`src/rtl/mem_wb_skid_stage_if.sv`:
```
// ----------------------------------------------------------------------------
// mem_wb_skid_stage_if
// Handshake and payload bundle for the MEM->WB stage register.
//   Upstream (MEM side)  : in_valid / in_ready plus the beat fields *_in
//   Downstream (WB side) : out_valid / out_ready plus the head-beat fields *_out
//   Forwarding taps      : fwd_valid / fwd_reg / fwd_data, present only when
//                          MEMWB_FWD_EN is defined
// Modports:
//   slave  - the stage itself: consumes *_in and out_ready, drives the rest
//   master - the surrounding pipeline (MEM source plus WB sink)
// ----------------------------------------------------------------------------
interface mem_wb_skid_stage_if #(
  parameter int B  = 32,
  parameter int RA = 5
);
  logic          in_valid;
  logic          in_ready;
  logic [B-1:0]  read_data_in;
  logic [B-1:0]  alu_result_in;
  logic [RA-1:0] reg_dst_in;
  logic          wb_RegWrite_in;
  logic          wb_MemtoReg_in;

  logic          out_valid;
  logic          out_ready;
  logic [B-1:0]  read_data_out;
  logic [B-1:0]  alu_result_out;
  logic [RA-1:0] reg_dst_out;
  logic          wb_RegWrite_out;
  logic          wb_MemtoReg_out;

`ifdef MEMWB_FWD_EN
  logic          fwd_valid;
  logic [RA-1:0] fwd_reg;
  logic [B-1:0]  fwd_data;
`endif

  modport slave (
    input  in_valid, read_data_in, alu_result_in, reg_dst_in,
           wb_RegWrite_in, wb_MemtoReg_in, out_ready,
    output in_ready, out_valid, read_data_out, alu_result_out, reg_dst_out,
           wb_RegWrite_out, wb_MemtoReg_out
`ifdef MEMWB_FWD_EN
    , output fwd_valid, fwd_reg, fwd_data
`endif
  );

  modport master (
    output in_valid, read_data_in, alu_result_in, reg_dst_in,
           wb_RegWrite_in, wb_MemtoReg_in, out_ready,
    input  in_ready, out_valid, read_data_out, alu_result_out, reg_dst_out,
           wb_RegWrite_out, wb_MemtoReg_out
`ifdef MEMWB_FWD_EN
    , input fwd_valid, fwd_reg, fwd_data
`endif
  );
endinterface

```
`src/rtl/mem_wb_skid_stage.sv`:
```
// ----------------------------------------------------------------------------
// mem_wb_skid_stage
// MEM->WB pipeline register with a valid/ready handshake and a 2-entry skid
// buffer (main entry = head, skid entry = overflow). WB back-pressure stalls
// MEM without losing or duplicating beats; flush squashes everything held.
// Control bits of a non-valid head are forced to 0 so a bubble never writes
// the register file.
// Ports:
//   clk    - rising-edge clock
//   rst_n  - asynchronous active-low reset (clears valid bits and all fields)
//   flush  - synchronous squash of all held beats; same-cycle accept dropped
//   bus    - mem_wb_skid_stage_if.slave (handshakes, payload, forwarding)
// Optional feature: define MEMWB_FWD_EN to add the fwd_valid/fwd_reg/fwd_data
// taps that expose the head entry to the forwarding unit.
// ----------------------------------------------------------------------------
module mem_wb_skid_stage #(
  parameter int B  = 32,
  parameter int RA = 5
) (
  input  logic                 clk,
  input  logic                 rst_n,
  input  logic                 flush,
  mem_wb_skid_stage_if.slave   bus
);

  typedef enum logic [1:0] {
    EMPTY = 2'd0,
    ONE   = 2'd1,
    FULL  = 2'd2
  } state_e;

  typedef struct packed {
    logic [B-1:0]  rd;
    logic [B-1:0]  alu;
    logic [RA-1:0] dst;
    logic          rw;
    logic          m2r;
  } beat_t;

  state_e state_q, state_d;
  beat_t  main_q, main_d;
  beat_t  skid_q, skid_d;
  beat_t  in_beat;
  logic   main_valid, skid_valid;
  logic   accept, pop;

  // Valid bits are encoded by the state: skid can never be valid alone.
  assign main_valid = (state_q != EMPTY);
  assign skid_valid = (state_q == FULL);

  // in_ready depends only on registered state, so out_ready never reaches it.
  assign bus.in_ready = !skid_valid;
  assign accept       = bus.in_valid & !skid_valid;
  assign pop          = main_valid & bus.out_ready;

  assign in_beat = '{rd:  bus.read_data_in,
                     alu: bus.alu_result_in,
                     dst: bus.reg_dst_in,
                     rw:  bus.wb_RegWrite_in,
                     m2r: bus.wb_MemtoReg_in};

  always_ff @(posedge clk or negedge rst_n) begin
    if (!rst_n) begin
      state_q <= EMPTY;
      main_q  <= '0;
      skid_q  <= '0;
    end else begin
      state_q <= state_d;
      main_q  <= main_d;
      skid_q  <= skid_d;
    end
  end

  always_comb begin
    state_d = state_q;
    main_d  = main_q;
    skid_d  = skid_q;
    if (flush) begin
      // Data registers keep their last value; only validity is squashed.
      state_d = EMPTY;
    end else begin
      case (state_q)
        EMPTY: begin
          if (accept) begin
            main_d  = in_beat;
            state_d = ONE;
          end
        end
        ONE: begin
          if (accept && pop) begin
            main_d = in_beat;
          end else if (accept) begin
            skid_d  = in_beat;
            state_d = FULL;
          end else if (pop) begin
            state_d = EMPTY;
          end
        end
        FULL: begin
          if (pop) begin
            main_d  = skid_q;
            state_d = ONE;
          end
        end
        default: state_d = EMPTY;
      endcase
    end
  end

  assign bus.out_valid       = main_valid;
  assign bus.read_data_out   = main_q.rd;
  assign bus.alu_result_out  = main_q.alu;
  assign bus.reg_dst_out     = main_q.dst;
  assign bus.wb_RegWrite_out = main_q.rw  & main_valid;
  assign bus.wb_MemtoReg_out = main_q.m2r & main_valid;

`ifdef MEMWB_FWD_EN
  // x0 is hard-wired zero, so a write to it is never a forwarding source.
  assign bus.fwd_valid = main_valid & main_q.rw & (main_q.dst != '0);
  assign bus.fwd_reg   = main_q.dst;
  assign bus.fwd_data  = main_q.m2r ? main_q.rd : main_q.alu;
`endif

endmodule

```
`src/flat_wrapper.sv`:
```
// flat-port wrapper written by rule: the top's interface ports become plain ports
module mem_wb_skid_stage_flat 
#(
  parameter int B  = 32,
  parameter int RA = 5
)
  (clk, rst_n, flush, bus_in_valid, bus_read_data_in, bus_alu_result_in, bus_reg_dst_in, bus_wb_RegWrite_in, bus_wb_MemtoReg_in, bus_out_ready, bus_in_ready, bus_out_valid, bus_read_data_out, bus_alu_result_out, bus_reg_dst_out, bus_wb_RegWrite_out, bus_wb_MemtoReg_out);
  mem_wb_skid_stage_if #(.B(B), .RA(RA)) bus_i ();
  input  logic clk;
  input  logic rst_n;
  input  logic flush;
  input wire logic [$bits(bus_i.in_valid)-1:0] bus_in_valid;
  input wire logic [$bits(bus_i.read_data_in)-1:0] bus_read_data_in;
  input wire logic [$bits(bus_i.alu_result_in)-1:0] bus_alu_result_in;
  input wire logic [$bits(bus_i.reg_dst_in)-1:0] bus_reg_dst_in;
  input wire logic [$bits(bus_i.wb_RegWrite_in)-1:0] bus_wb_RegWrite_in;
  input wire logic [$bits(bus_i.wb_MemtoReg_in)-1:0] bus_wb_MemtoReg_in;
  input wire logic [$bits(bus_i.out_ready)-1:0] bus_out_ready;
  output wire logic [$bits(bus_i.in_ready)-1:0] bus_in_ready;
  output wire logic [$bits(bus_i.out_valid)-1:0] bus_out_valid;
  output wire logic [$bits(bus_i.read_data_out)-1:0] bus_read_data_out;
  output wire logic [$bits(bus_i.alu_result_out)-1:0] bus_alu_result_out;
  output wire logic [$bits(bus_i.reg_dst_out)-1:0] bus_reg_dst_out;
  output wire logic [$bits(bus_i.wb_RegWrite_out)-1:0] bus_wb_RegWrite_out;
  output wire logic [$bits(bus_i.wb_MemtoReg_out)-1:0] bus_wb_MemtoReg_out;
  assign bus_i.in_valid = bus_in_valid;
  assign bus_i.read_data_in = bus_read_data_in;
  assign bus_i.alu_result_in = bus_alu_result_in;
  assign bus_i.reg_dst_in = bus_reg_dst_in;
  assign bus_i.wb_RegWrite_in = bus_wb_RegWrite_in;
  assign bus_i.wb_MemtoReg_in = bus_wb_MemtoReg_in;
  assign bus_i.out_ready = bus_out_ready;
  assign bus_in_ready = bus_i.in_ready;
  assign bus_out_valid = bus_i.out_valid;
  assign bus_read_data_out = bus_i.read_data_out;
  assign bus_alu_result_out = bus_i.alu_result_out;
  assign bus_reg_dst_out = bus_i.reg_dst_out;
  assign bus_wb_RegWrite_out = bus_i.wb_RegWrite_out;
  assign bus_wb_MemtoReg_out = bus_i.wb_MemtoReg_out;
  mem_wb_skid_stage #(.B(B), .RA(RA)) u_core (.clk(clk), .rst_n(rst_n), .flush(flush), .bus(bus_i));
endmodule
```
`config.mk`:
```
export PLATFORM = sky130hd
export DESIGN_NAME = mem_wb_skid_stage_flat
export DESIGN_NICKNAME = d
export VERILOG_FILES = /design/src/rtl/mem_wb_skid_stage_if.sv /design/src/rtl/mem_wb_skid_stage.sv /design/src/flat_wrapper.sv
export SDC_FILE = /design/constraint.sdc
export NUM_CORES = 1
export LEC_CHECK = 0
export BUFFER_PORTS_ARGS = -buffer_cell sky130_fd_sc_hd__buf_2
export CAP_MARGIN = 0
export CELL_PAD_IN_SITES_DETAIL_PLACEMENT = 1
export CELL_PAD_IN_SITES_GLOBAL_PLACEMENT = 2
export CORE_MARGIN = 2
export CORE_UTILIZATION = 41
export CTS_CLUSTER_DIAMETER = 150
export CTS_CLUSTER_SIZE = 10
export DETAILED_ROUTE_END_ITERATION = 8
export MAX_ROUTING_LAYER = met4
export PLACE_DENSITY_LB_ADDON = 0.25
export SETUP_SLACK_MARGIN = 0.3
export SKIP_LAST_GASP = 1
export SLEW_MARGIN = 20
export SYNTH_ARGS = -nofsm -noshare
export SYNTH_HDL_FRONTEND = slang
export SYNTH_SLANG_ARGS = --single-unit
```
`constraint.sdc`:
```
create_clock -name clk -period 3.8 [get_ports clk]
set_input_delay 0.19 -clock clk [delete_from_list [all_inputs] [get_ports clk]]
set_output_delay 0.19 -clock clk [all_outputs]
set_load 0.02 [all_outputs]
```
==> run metrics, run 1 <==
DR vias/cell=around 4.8; R2R cell count=4; Total Routed Length=around 14 mm; mapped cell area=between 7000 and 8000 µm²; post-synth cell types=21; largest net degree at the start of global routing=roughly 80; clock transition at the registers of the reported paths=around 0.06 ns; worst-case vdd ir drop=between 0.0003 and 0.0004 V; Setup Skew=0.00796 ns; proportion of synthesized area in mux cells=37.7%; Max-slew headroom=28.9%; kind of end point of the critical path=register; CP Data Arrival Time=around 2.7 ns; die boundary width=135 µm; number of buffers created by CTS=17; Main synth FF type=sky130_fd_sc_hd__dfrtp_1; FMAX=around 420 MHz; synth cell count leaders=144 x sky130_fd_sc_hd__dfrtp_1, 138 x sky130_fd_sc_hd__mux2_2, 75 x sky130_fd_sc_hd__buf_4; CTS H-tree depth=4; clock tree from TritonCTS=yes; family with the most delay on the worst path=simple AND/OR/NAND/NOR gates; WL per Instance=around 18 µm; number of rows in the core area=48; residual overflow from global routing=0; Async SR Flop Fraction=between 90% and 100%; synth top area cells=sky130_fd_sc_hd__dfrtp_1 51%, sky130_fd_sc_hd__mux2_2 22%, sky130_fd_sc_hd__mux2_4 15%, sky130_fd_sc_hd__buf_4 8.0%, sky130_fd_sc_hd__buf_6 1.1%; dominant combinational cell family by area after synthesis=multiplexers; CTS sink count=around 140; adder-cell share of the synthesized area=0%; Antenna Nets Post-Route=0; layout cell share with drive strength beyond 1=a little under three quarters; Gate Count Post-Synth=between 400 and 500; setup slack, reg-to-reg=between 1 and 1.5 ns; unrepaired setup endpoints after global routing=false; dominant cell by count in the synthesized netlist=sky130_fd_sc_hd__dfrtp_1; total number of vias=between 3000 and 4000; launch instance of the worst min-delay path=bus_alu_result_in[8]; Area growth, synth to finish=15.5%; RR Startpoint=u_core.state_q[0]$_DFFE_PN0P_; cell type with the largest total area after synthesis=sky130_fd_sc_hd__dfrtp_1; instance count along the most critical hold path=2; status=completed; Bufs and invs on worst path=1; # Post-CTS Setup Buffers=0; initial antenna violation count=1; setup violators final=0; effective utilization at floorplan=roughly two fifths; global placement routability congestion=~0.74; clock root buffer=sky130_fd_sc_hd__clkbuf_16; Layout Utilization=around 48%; maximum fanout encountered on the critical timing path=between 50 and 60; total routing resource utilization after global routing=16.5%; number of flops mapped to enable cells by yosys=0; worst hold path type=input pin to register; number of buffers inserted by port buffering=148; number of global-route vias before repair=4325; crit path cell chain=nand2_1 -> or4_4 -> buf_4 -> mux2_4; final routed DRC violation total=0; Worst Hold Path EP=u_core.skid_q[15]$_DFFE_PN0P_; Max Buffers Root-to-Sink=2; number of design-rule violations left by the first detailed-router iteration=106; fill cell count=~1800; parity-gate share of the synthesized area counting xor and xnor cells=0%; Required @ worst endpoint=roughly 4.1 ns; Post-Syn Nets=541; summed negative setup slack over all endpoints=0 ns; clock latency of the later-clocked register in the worst-skew pair=roughly 0.42 ns; end of the worst register-to-register path=u_core.skid_q[53]$_DFFE_PN0P_; CORE AREA=around 17000 µm²; die area=approximately 18000 µm²; final hold violation count=0; DR pass1 iterations=3; total of flip-flops plus latches after synthesis=144; Die Y=approximately 140 µm; placed wire-length estimate=9.22 mm; area taken by flip-flops and latches=3600 µm²; largest stage delay on the critical path=0.84 ns; slew at the pin closest to its max-slew limit=~1.1 ns; count of synthesis-stage warnings from yosys=0; startpoint types=register; first-pass GRT wire length=between 20 and 25 mm; maximum capacitance violations=0; boundary pin count=roughly 150; static leakage=~4 nW; Final nets=around 630; share of synthesized cell area in and, or, nand and nor gates=less than 1%; synthesized-area fraction occupied by ao, oa, aoi and oai cells=0.708%; area of the multi-input gates=around 2800 µm²; fin crit period=2.36 ns; final max-slew violation count=0; power density normalized to cell area=619 nW/µm²; sequential area share after synthesis=51.0%; area share of the largest cell type after synthesis=around 50%; fin crit share=62.1%; category of the most critical setup path=register to register; post-synthesis average cell area=~15 µm²; slowest cell on the critical path=sky130_fd_sc_hd__or4_4
-- report_power, final --
| group | leakage (nW) | switching [W] | internal [W] | total [W] |
|---|---|---|---|---|
| Combinational | 1.88 | 0.000487 | 0.000608 | 0.00110 |
| Sequential | 1.73 | 0.000205 | 0.00192 | 0.00212 |
| Clock | 0.312 | 0.000657 | 0.00118 | 0.00184 |
-- worst max path at each step --
stage / startpoint / end / slack (ns) / depth (start not counted)
global placement: u_core.state_q[0]$_DFFE_PN0P_ / u_core.skid_q[60]$_DFFE_PN0P_ / 1.44 / 4
global route: u_core.state_q[0]$_DFFE_PN0P_ / u_core.skid_q[58]$_DFFE_PN0P_ / 1.30 / 4
detailed placement: u_core.state_q[0]$_DFFE_PN0P_ / u_core.skid_q[64]$_DFFE_PN0P_ / 1.39 / 4
finish: u_core.state_q[0]$_DFFE_PN0P_ / u_core.skid_q[53]$_DFFE_PN0P_ / 1.44 / 4
CTS: u_core.state_q[0]$_DFFE_PN0P_ / u_core.skid_q[53]$_DFFE_PN0P_ / 1.39 / 4
floorplan: u_core.state_q[0]$_DFFE_PN0P_ / u_core.bus.alu_result_out[0]$_DFFE_PN0P_ / 2.04 / 5
-- cells in the final DEF (no fill, tap or decap), drive strengths merged, types with 2 or more instances in the layout --
| cell | count |
|---|---|
| mux2 | 213 |
| buf | 155 |
| dfrtp | 144 |
| clkbuf | 18 |
| clkinv | 6 |
| bufinv | 5 |
| clkinvlp | 3 |
| dlygate4sd3 | 3 |
| or2 | 2 |
| and2 | 2 |
| nand2 | 2 |
-- sequential cells by signal, indices dropped and copies added (netlist names) --
| name | cells |
|---|---|
| u_core.bus.alu_result_out | 32 |
| u_core.main_q | 2 |
| u_core.skid_q | 71 |
| u_core.bus.read_data_out | 32 |
| u_core.bus.reg_dst_out | 5 |
| u_core.state_q | 2 |
-- through the flow --
| stage | area [µm²] | worst slack, ns | hold slack [ns] | power, W | instances |
|---|---|---|---|---|---|
| floorplan | 7070 | 2.04 | -0.106 | 0.00310 | 465 |
| global placement | 7480 | 1.44 | 0.265 | 0.00321 | 753 |
| detailed placement | 7480 | 1.39 | 0.269 | 0.00325 | 753 |
| CTS | 8160 | 1.39 | 0.00181 | 0.00512 | 788 |
| global route | 8160 | 1.30 | 0.00205 | 0.00531 | 789 |
| finish | 8160 | 1.44 | 0.0196 | 0.00506 | 789 |
-- area by class of cell --
class                      count  area share (%)
multi-input combinational    228            34.2
clock buffer                  18            5.38
tap                          225            3.45
inverter                       1          0.0460
antenna                        1          0.0307
timing repair buffer         158            10.2
sequential                   144            44.2
clock inverter                14            2.62
-- logic make-up after synthesis --
family,count (synthesis)
buf+inv,93
flops,144
mux,214
simple gates,10
compound gates,4
-- repair_timing --
| item | in CTS | in global routing |
|---|---|---|
| hold buffers | 3 | 0 |
| hold endpoints to repair | 78 | 0 |
| resized for setup | 0 | 0 |
-- per-layer routing --
metal | global-route usage, % | share of wire (%)
met3 | 5.09 | 6.0
met2 | 26.3 | 48
met1 | 20.1 | 44
met5 | - | 0
met4 | 5.67 | 1.6
(Power assumes the default switching activity.)
==> run 2, diff against run 1 <==
- ABC_AREA: default -> 1
- CORE_UTILIZATION: 41 -> 28
- clock period: 3.8 -> 2.1 ns (I/O delays scaled with it)
==> run metrics, run 2 <==
setup violators final=0 (unchanged); largest net degree at the start of global routing=59 (was 79); Max Buffers Root-to-Sink=2 (unchanged); number of rows in the core area=59 (was 48); synth cell count leaders=433 x sky130_fd_sc_hd__nand2_1, 217 x sky130_fd_sc_hd__nand3_1, 144 x sky130_fd_sc_hd__dfrtp_1 (was 144 x sky130_fd_sc_hd__dfrtp_1, 138 x sky130_fd_sc_hd__mux2_2, 75 x sky130_fd_sc_hd__buf_4); initial antenna violation count=1 (unchanged); R2R cell count=6 (was 4); count of synthesis-stage warnings from yosys=0 (unchanged); # Post-CTS Setup Buffers=0 (unchanged); number of global-route vias before repair=7123 (was 4325); CP Data Arrival Time=1.50 ns (was 2.65 ns); kind of end point of the critical path=primary output (was register); clock latency of the later-clocked register in the worst-skew pair=0.42 ns (about the same); Required @ worst endpoint=2.00 ns (was 4.09 ns); clock root buffer=sky130_fd_sc_hd__clkbuf_16 (unchanged); total number of vias=6587 (was 3809); number of flip-flops under the largest register name=71 (unchanged); Gate Count Post-Synth=954 (was 465); slowest cell on the critical path=sky130_fd_sc_hd__dfrtp_1 (was sky130_fd_sc_hd__or4_4); clock tree from TritonCTS=yes (unchanged); global placement routability congestion=0.711 (was 0.738); cell type with the largest total area after synthesis=sky130_fd_sc_hd__dfrtp_1 (unchanged); unrepaired setup endpoints after global routing=false (unchanged); startpoint types=register (unchanged); die area=27600 µm² (was 18300 µm²); largest reg by FF count=u_core.skid_q (unchanged); fin crit share=76.6%; final routed DRC violation total=0 (unchanged); CTS sink count=144 (unchanged); crit path cell chain=inv_2 -> nand2_4 -> buf_2 (was nand2_1 -> or4_4 -> buf_4 -> mux2_4); post-route design area=9330 µm² (was 8160 µm²); summed negative setup slack over all endpoints=0 ns (unchanged); Antenna Nets Post-Route=0 (unchanged); effective utilization at floorplan=28.4% (was 41.4%); WL per Instance=16.4 µm (was 17.6 µm); critical path depth=3 (was 4); instance count along the most critical hold path=4 (was 2); Setup Skew=0.00843 ns (was 0.00796 ns); number of buffers added to fix hold violations after cts=74 (was 3); number of buffers inserted by port buffering=148 (unchanged); Post-Syn Nets=1030 (was 541); DR vias/cell=4.59 (was 4.83); Final nets=1161 (was 626); worst hold path type=input pin to register (unchanged); Main synth FF type=sky130_fd_sc_hd__dfrtp_1 (unchanged); sequential area share after synthesis=48.9% (was 51.0%); worst-case vdd ir drop=0.000426 V (was 0.000314 V); Max-slew headroom=57.1% (was 28.9%); die boundary width=166 µm (was 135 µm); Total Routed Length=23.5 mm (was 13.9 mm); CORE AREA=25900 µm² (was 17100 µm²); Die Y=166 µm (was 135 µm); category of the most critical setup path=register to primary output (was register to register); final max-slew violation count=0 (unchanged); placed inst area=7920 µm² (was 7480 µm²); post_cts resized=0 (unchanged); residual overflow from global routing=0 (unchanged); largest stage delay on the critical path=0.46 ns (was 0.84 ns); first-pass GRT wire length=39.3 mm (was 22.6 mm); FMAX=622 MHz; Bufs and invs on worst path=2 (was 1); slew at the pin closest to its max-slew limit=0.644 ns (was 1.07 ns); total routing resource utilization after global routing=18.2% (was 16.5%); synth top area cells=sky130_fd_sc_hd__dfrtp_1 49%, sky130_fd_sc_hd__nand2_1 22%, sky130_fd_sc_hd__nand3_1 15%, sky130_fd_sc_hd__buf_4 8.4%, sky130_fd_sc_hd__buf_2 2.2% (was sky130_fd_sc_hd__dfrtp_1 51%, sky130_fd_sc_hd__mux2_2 22%, sky130_fd_sc_hd__mux2_4 15%, sky130_fd_sc_hd__buf_4 8.0%, sky130_fd_sc_hd__buf_6 1.1%); number of buffers created by CTS=17 (unchanged); CTS H-tree depth=4 (unchanged); post-synth cell types=18 (was 21); family with the most delay on the worst path=flip-flops (was simple AND/OR/NAND/NOR gates); Area growth, synth to finish=26.7% (was 15.5%); static leakage=5.10 nW (was 3.92 nW); final hold violation count=0 (unchanged); power density normalized to cell area=1060 nW/µm² (was 619 nW/µm²); clock transition at the registers of the reported paths=0.06 ns (about the same); number of flops mapped to enable cells by yosys=0 (unchanged); commonest cells after routing, fill and taps aside=432 x sky130_fd_sc_hd__nand2_1, 217 x sky130_fd_sc_hd__nand3_1, 147 x sky130_fd_sc_hd__buf_2 (was 147 x sky130_fd_sc_hd__buf_2, 144 x sky130_fd_sc_hd__dfrtp_1, 138 x sky130_fd_sc_hd__mux2_2); Total Power=0.00984 W (was 0.00506 W); Async SR Flop Fraction=100% (unchanged); mapped cell area=7360 µm² (was 7070 µm²); status=completed (unchanged); area share of the largest cell type after synthesis=48.9% (was 51.0%); fin crit period=1.61 ns; maximum fanout encountered on the critical timing path=21 (was 54); placed wire-length estimate=14.3 mm (was 9.22 mm); layout cell share with drive strength beyond 1=19.6% (was 71.2%); boundary pin count=149 (unchanged); number of design-rule violations left by the first detailed-router iteration=291 (was 106); DR pass1 iterations=4 (was 3); most common cell after layout, fill and taps aside=sky130_fd_sc_hd__nand2_1 (was sky130_fd_sc_hd__buf_2); post-synthesis average cell area=7.72 µm² (was 15.2 µm²); maximum capacitance violations=0 (unchanged); total of flip-flops plus latches after synthesis=144 (unchanged); dominant cell by count in the synthesized netlist=sky130_fd_sc_hd__nand2_1 (was sky130_fd_sc_hd__dfrtp_1)
run 2: cell types whose count changed after synthesis, moves of 5 or more:
cell | before | now
sky130_fd_sc_hd__buf_2 | 5 | 32
sky130_fd_sc_hd__buf_4 | 75 | 82
sky130_fd_sc_hd__clkbuf_1 | 5 | 14
sky130_fd_sc_hd__inv_1 | 1 | 7
sky130_fd_sc_hd__mux2_1 | 6 | 0
sky130_fd_sc_hd__mux2_2 | 138 | 0
sky130_fd_sc_hd__mux2_4 | 69 | 0
sky130_fd_sc_hd__nand2_1 | 2 | 433
sky130_fd_sc_hd__nand3_1 | 0 | 217
sky130_fd_sc_hd__nor2_1 | 1 | 6
run 2: tightest hold or removal path: stages:
cell and delay, ns:
sky130_fd_sc_hd__buf_2 0.13, sky130_fd_sc_hd__nand2_1 0.08, sky130_fd_sc_hd__nand3_1 0.08, sky130_fd_sc_hd__nand3_1 0.07
run 2: area by class of cell:
| cell class | instances | area, µm² |
|---|---|---|
| clock inverter | 14 | 236 |
| inverter | 9 | 33.8 |
| fill | 3167 | 16600 |
| clock buffer | 18 | 429 |
| sequential | 144 | 3610 |
| timing repair buffer | 248 | 1760 |
| antenna | 1 | 2.50 |
| multi-input combinational | 665 | 2840 |
| tap | 335 | 419 |
run 2: metrics by stage:
step | instances | hold WS [ns] | worst slack, ns | utilization [%]
floorplan | 954 | -0.191 | 0.718 | -
global placement | 1327 | 0.161 | 0.492 | 30.6
detailed placement | 1327 | 0.158 | 0.475 | 30.6
CTS | 1433 | 0.0594 | 0.447 | 36.0
global route | 1434 | 0.110 | 0.343 | 36.0
finish | 1434 | 0.0843 | 0.492 | 36.0
run 2: logic make-up (layout without fill, tap and decap cells):
| logic type | count (synthesis) | after routing | share of synthesized area, % |
|---|---|---|---|
| simple gates | 663 | 663 | 37.9 |
| buf+inv | 145 | 289 | 12.8 |
| flops | 144 | 144 | 48.9 |
| compound gates | 2 | 2 | 0.323 |
| other cells | 0 | 1 | 0 |
run 2: worst paths after layout:
path / start / end / slack [ns]
setup / recovery: u_core.state_q[0]$_DFFE_PN0P_ / bus_in_ready / 0.49
hold / removal: bus_in_valid / u_core.state_q[0]$_DFFE_PN0P_ / 0.08
setup reg to reg: u_core.state_q[0]$_DFFE_PN0P_ / u_core.bus.alu_result_out[16]$_DFFE_PN0P_ / 0.51
hold reg to reg: u_core.skid_q[26]$_DFFE_PN0P_ / u_core.skid_q[26]$_DFFE_PN0P_ / 0.47
max in group asynchronous: rst_n / u_core.main_q[0]$_DFFE_PN0P_ / 1.18
min in group asynchronous: rst_n / u_core.bus.alu_result_out[24]$_DFFE_PN0P_ / 0.26
run 2: where the power goes:
group	total [W]	internal, W	switching (W)
clock network	0.00352	0.00223	0.00129
registers	0.00403	0.00359	0.000438
logic	0.00229	0.000823	0.00147
total	0.00984	0.00665	0.00319
run 2: layer usage:
layer / track usage, % / routed length [µm] / part of all wire [%]
met2: 30.0 / 11200 / 48
met4: 3.86 / 163 / 0.69
met5: - / 0 / 0
met1: 23.7 / 11300 / 48
met3: 3.12 / 739 / 3.1
==> run 3, diff against run 2 <==
- CORE_UTILIZATION: 28 -> 31
- clock period: 2.1 -> 1.7 ns (I/O delays scaled with it)
==> run metrics, run 3 (synthesized netlist as in run 2, its figures left out) <==
status=completed (unchanged); Max-slew headroom=64.0% (was 57.1%); CORE AREA=23400 µm² (was 25900 µm²); final routed DRC violation total=0 (unchanged); WL per Instance=19.2 µm (was 16.4 µm); total routing resource utilization after global routing=20.9% (was 18.2%); largest reg by FF count=u_core.skid_q (unchanged); CP Data Arrival Time=1.89 ns (was 1.50 ns); area taken by flip-flops and latches=3610 µm² (unchanged); RR Startpoint=u_core.state_q[1]$_DFFE_PN0P_ (was u_core.state_q[0]$_DFFE_PN0P_); initial antenna violation count=1 (unchanged); CTS sink count=144 (unchanged); die boundary width=158 µm (was 166 µm); placed wire-length estimate=13.7 mm (was 14.3 mm); fraction of power consumed by combinational cells=26.2% (was 23.3%); unrepaired setup endpoints after global routing=true (was false); maximum capacitance violations=0 (unchanged); placed cell count=1307 (was 1327); FMAX=about 640 MHz; commonest cells after routing, fill and taps aside=410 x sky130_fd_sc_hd__nand2_1, 216 x sky130_fd_sc_hd__nand3_1, 143 x sky130_fd_sc_hd__buf_2, 143 x sky130_fd_sc_hd__dfrtp_1, 74 x sky130_fd_sc_hd__dlygate4sd3_1 (was 432 x sky130_fd_sc_hd__nand2_1, 217 x sky130_fd_sc_hd__nand3_1, 147 x sky130_fd_sc_hd__buf_2); Layout Utilization=44.0% (was 36.0%); number of global-route vias before repair=7106 (was 7123); launch instance of the worst min-delay path=bus_in_valid (unchanged); largest net degree at the start of global routing=72 (was 59); fill cell count=2817 (was 3167); slew at the pin closest to its max-slew limit=0.540 ns (was 0.644 ns); Antenna Nets Post-Route=0 (unchanged); Final nets=1198 (was 1161); DR pass1 iterations=5 (was 4); final max-slew violation count=0 (unchanged); summed negative setup slack over all endpoints=0 ns (unchanged); internal power consumption=0.00852 W (was 0.00665 W); relative contribution of the clock network to total power=34.2% (was 35.8%); clock latency of the later-clocked register in the worst-skew pair=0.44 ns (was 0.42 ns); power density normalized to cell area=1230 nW/µm² (was 1060 nW/µm²); number of rows in the core area=56 (was 59); number of flip-flops under the largest register name=71 (unchanged); static leakage=5.56 nW (was 5.10 nW); fin crit share=around 90%; area of the multi-input gates=2980 µm² (was 2840 µm²); first-pass GRT wire length=38.7 mm (was 39.3 mm); Die Y=158 µm (was 166 µm); most common cell after layout, fill and taps aside=sky130_fd_sc_hd__nand2_1 (unchanged); CP startpoint=u_core.state_q[1]$_DFFE_PN0P_ (was u_core.state_q[0]$_DFFE_PN0P_); CTS H-tree depth=4 (unchanged); sequential fraction of design power=39.5% (was 40.9%); category of the most critical setup path=register to register (was register to primary output); startpoint types=register (unchanged); kind of end point of the critical path=register (was primary output); clock transition at the registers of the reported paths=0.06 ns (about the same); fraction of power spent switching nets=33.0% (was 32.5%); Hold WS=0.111 ns (was 0.0843 ns); clock tree from TritonCTS=yes (unchanged); fin crit period=between 1.5 and 2 ns; DR vias/cell=4.73 (was 4.59); clock root buffer=sky130_fd_sc_hd__clkbuf_16 (unchanged); die area=25000 µm² (was 27600 µm²); maximum fanout encountered on the critical timing path=7 (was 21); worst-case vdd ir drop=0.000580 V (was 0.000426 V); setup violators final=0 (unchanged); global placement routability congestion=0.765 (was 0.711); final hold violation count=0 (unchanged); layout cell share with drive strength beyond 1=24.5% (was 19.6%); Max Buffers Root-to-Sink=2 (unchanged); Setup Skew=0.00671 ns (was 0.00843 ns); residual overflow from global routing=0 (unchanged); Required @ worst endpoint=2.02 ns (was 2.00 ns); number of buffers created by CTS=17 (unchanged); Area growth, synth to finish=40.0% (was 26.7%); number of buffers inserted by port buffering=148 (unchanged); effective utilization at floorplan=31.5% (was 28.4%); total number of vias=6880 (was 6587); final instance count without filler cells=1455 (was 1434); Sw Pwr=0.00420 W (was 0.00319 W); number of design-rule violations left by the first detailed-router iteration=426 (was 291); boundary pin count=149 (unchanged); worst hold path type=input pin to register (unchanged); Total Routed Length=27.9 mm (was 23.5 mm)
-- run 3: changes by cell type in the layout (fill, tap and decap cells not counted), sizes merged --
cell    delta
inv        -1
buf       +21
clkbuf    +16
bufbuf     +1
-- run 3: final cells by class --
cell class,count,area share [%]
repair buffers,285,25.4
diodes,1,0.0243
well taps,319,3.87
clock inverters,13,2.28
flip-flops and latches,144,35.0
clock buffers,19,4.20
multi-input cells,665,28.9
inverters,9,0.352
-- run 3: routing by layer --
| layer | wire length (µm) | global-route usage [%] | vias to the layer above | part of all wire, % |
|---|---|---|---|---|
| met4 | 254 | 4.98 | 0 | 0.91 |
| li1 | - | - | 3329 | - |
| met1 | 12600 | 25.6 | 3383 | 45 |
| met2 | 14200 | 35.8 | 148 | 51 |
| met3 | 923 | 3.86 | 20 | 3.3 |
| met5 | 0 | - | - | 0 |
-- run 3: worst max-delay path: stages (launching register included) --
cell	delay [ns]
sky130_fd_sc_hd__dfrtp_4	0.55
sky130_fd_sc_hd__buf_6	0.16
sky130_fd_sc_hd__o21ai_4	0.20
sky130_fd_sc_hd__nand3_4	0.13
sky130_fd_sc_hd__buf_12	0.16
sky130_fd_sc_hd__clkbuf_16	0.16
sky130_fd_sc_hd__nand2_2	0.06
sky130_fd_sc_hd__nand2_1	0.05
-- run 3: path summary, 6_finish.rpt --
check | end | slack, ns | cells past startpoint
setup / recovery | u_core.bus.alu_result_out[28]$_DFFE_PN0P_ | 0.13 | 7
hold / removal | u_core.state_q[0]$_DFFE_PN0P_ | 0.11 | 4
setup reg to reg | u_core.bus.alu_result_out[28]$_DFFE_PN0P_ | 0.13 | 7
hold reg to reg | u_core.bus.alu_result_out[19]$_DFFE_PN0P_ | 0.47 | 2
max in group asynchronous | u_core.bus.read_data_out[7]$_DFFE_PN0P_ | 0.89 | 3
min in group asynchronous | u_core.bus.alu_result_out[22]$_DFFE_PN0P_ | 0.19 | 2
-- run 3: power groups by stage --
stage                     logic, W  clock network (W)  registers, W
after floorplan            0.00232                  0       0.00489
after global placement     0.00271                  0       0.00501
after detailed placement   0.00277                  0       0.00503
after global routing       0.00370            0.00459       0.00515
final                      0.00334            0.00435       0.00503
after CTS                  0.00303            0.00442       0.00499
-- run 3: what timing repair did --
item / in CTS / in global routing
hold endpoints to repair: 147 / 0
pin swaps: 0 / 15
hold buffers: 74 / 0
buffers inserted: 10 / 10
endpoints found under the setup margin: 148 / 148
cloned: 3 / 18
gates resized for setup: 22 / 53
-- run 3: stage by stage --
step / setup WS (ns) / total power, W / area (µm²)
floorplan: 0.318 / 0.00721 / 7360
detailed placement: 0.138 / 0.00780 / 7940
global placement: 0.169 / 0.00772 / 7940
global route: 0.0717 / 0.0134 / 10300
finish: 0.127 / 0.0127 / 10300
CTS: 0.165 / 0.0124 / 9610
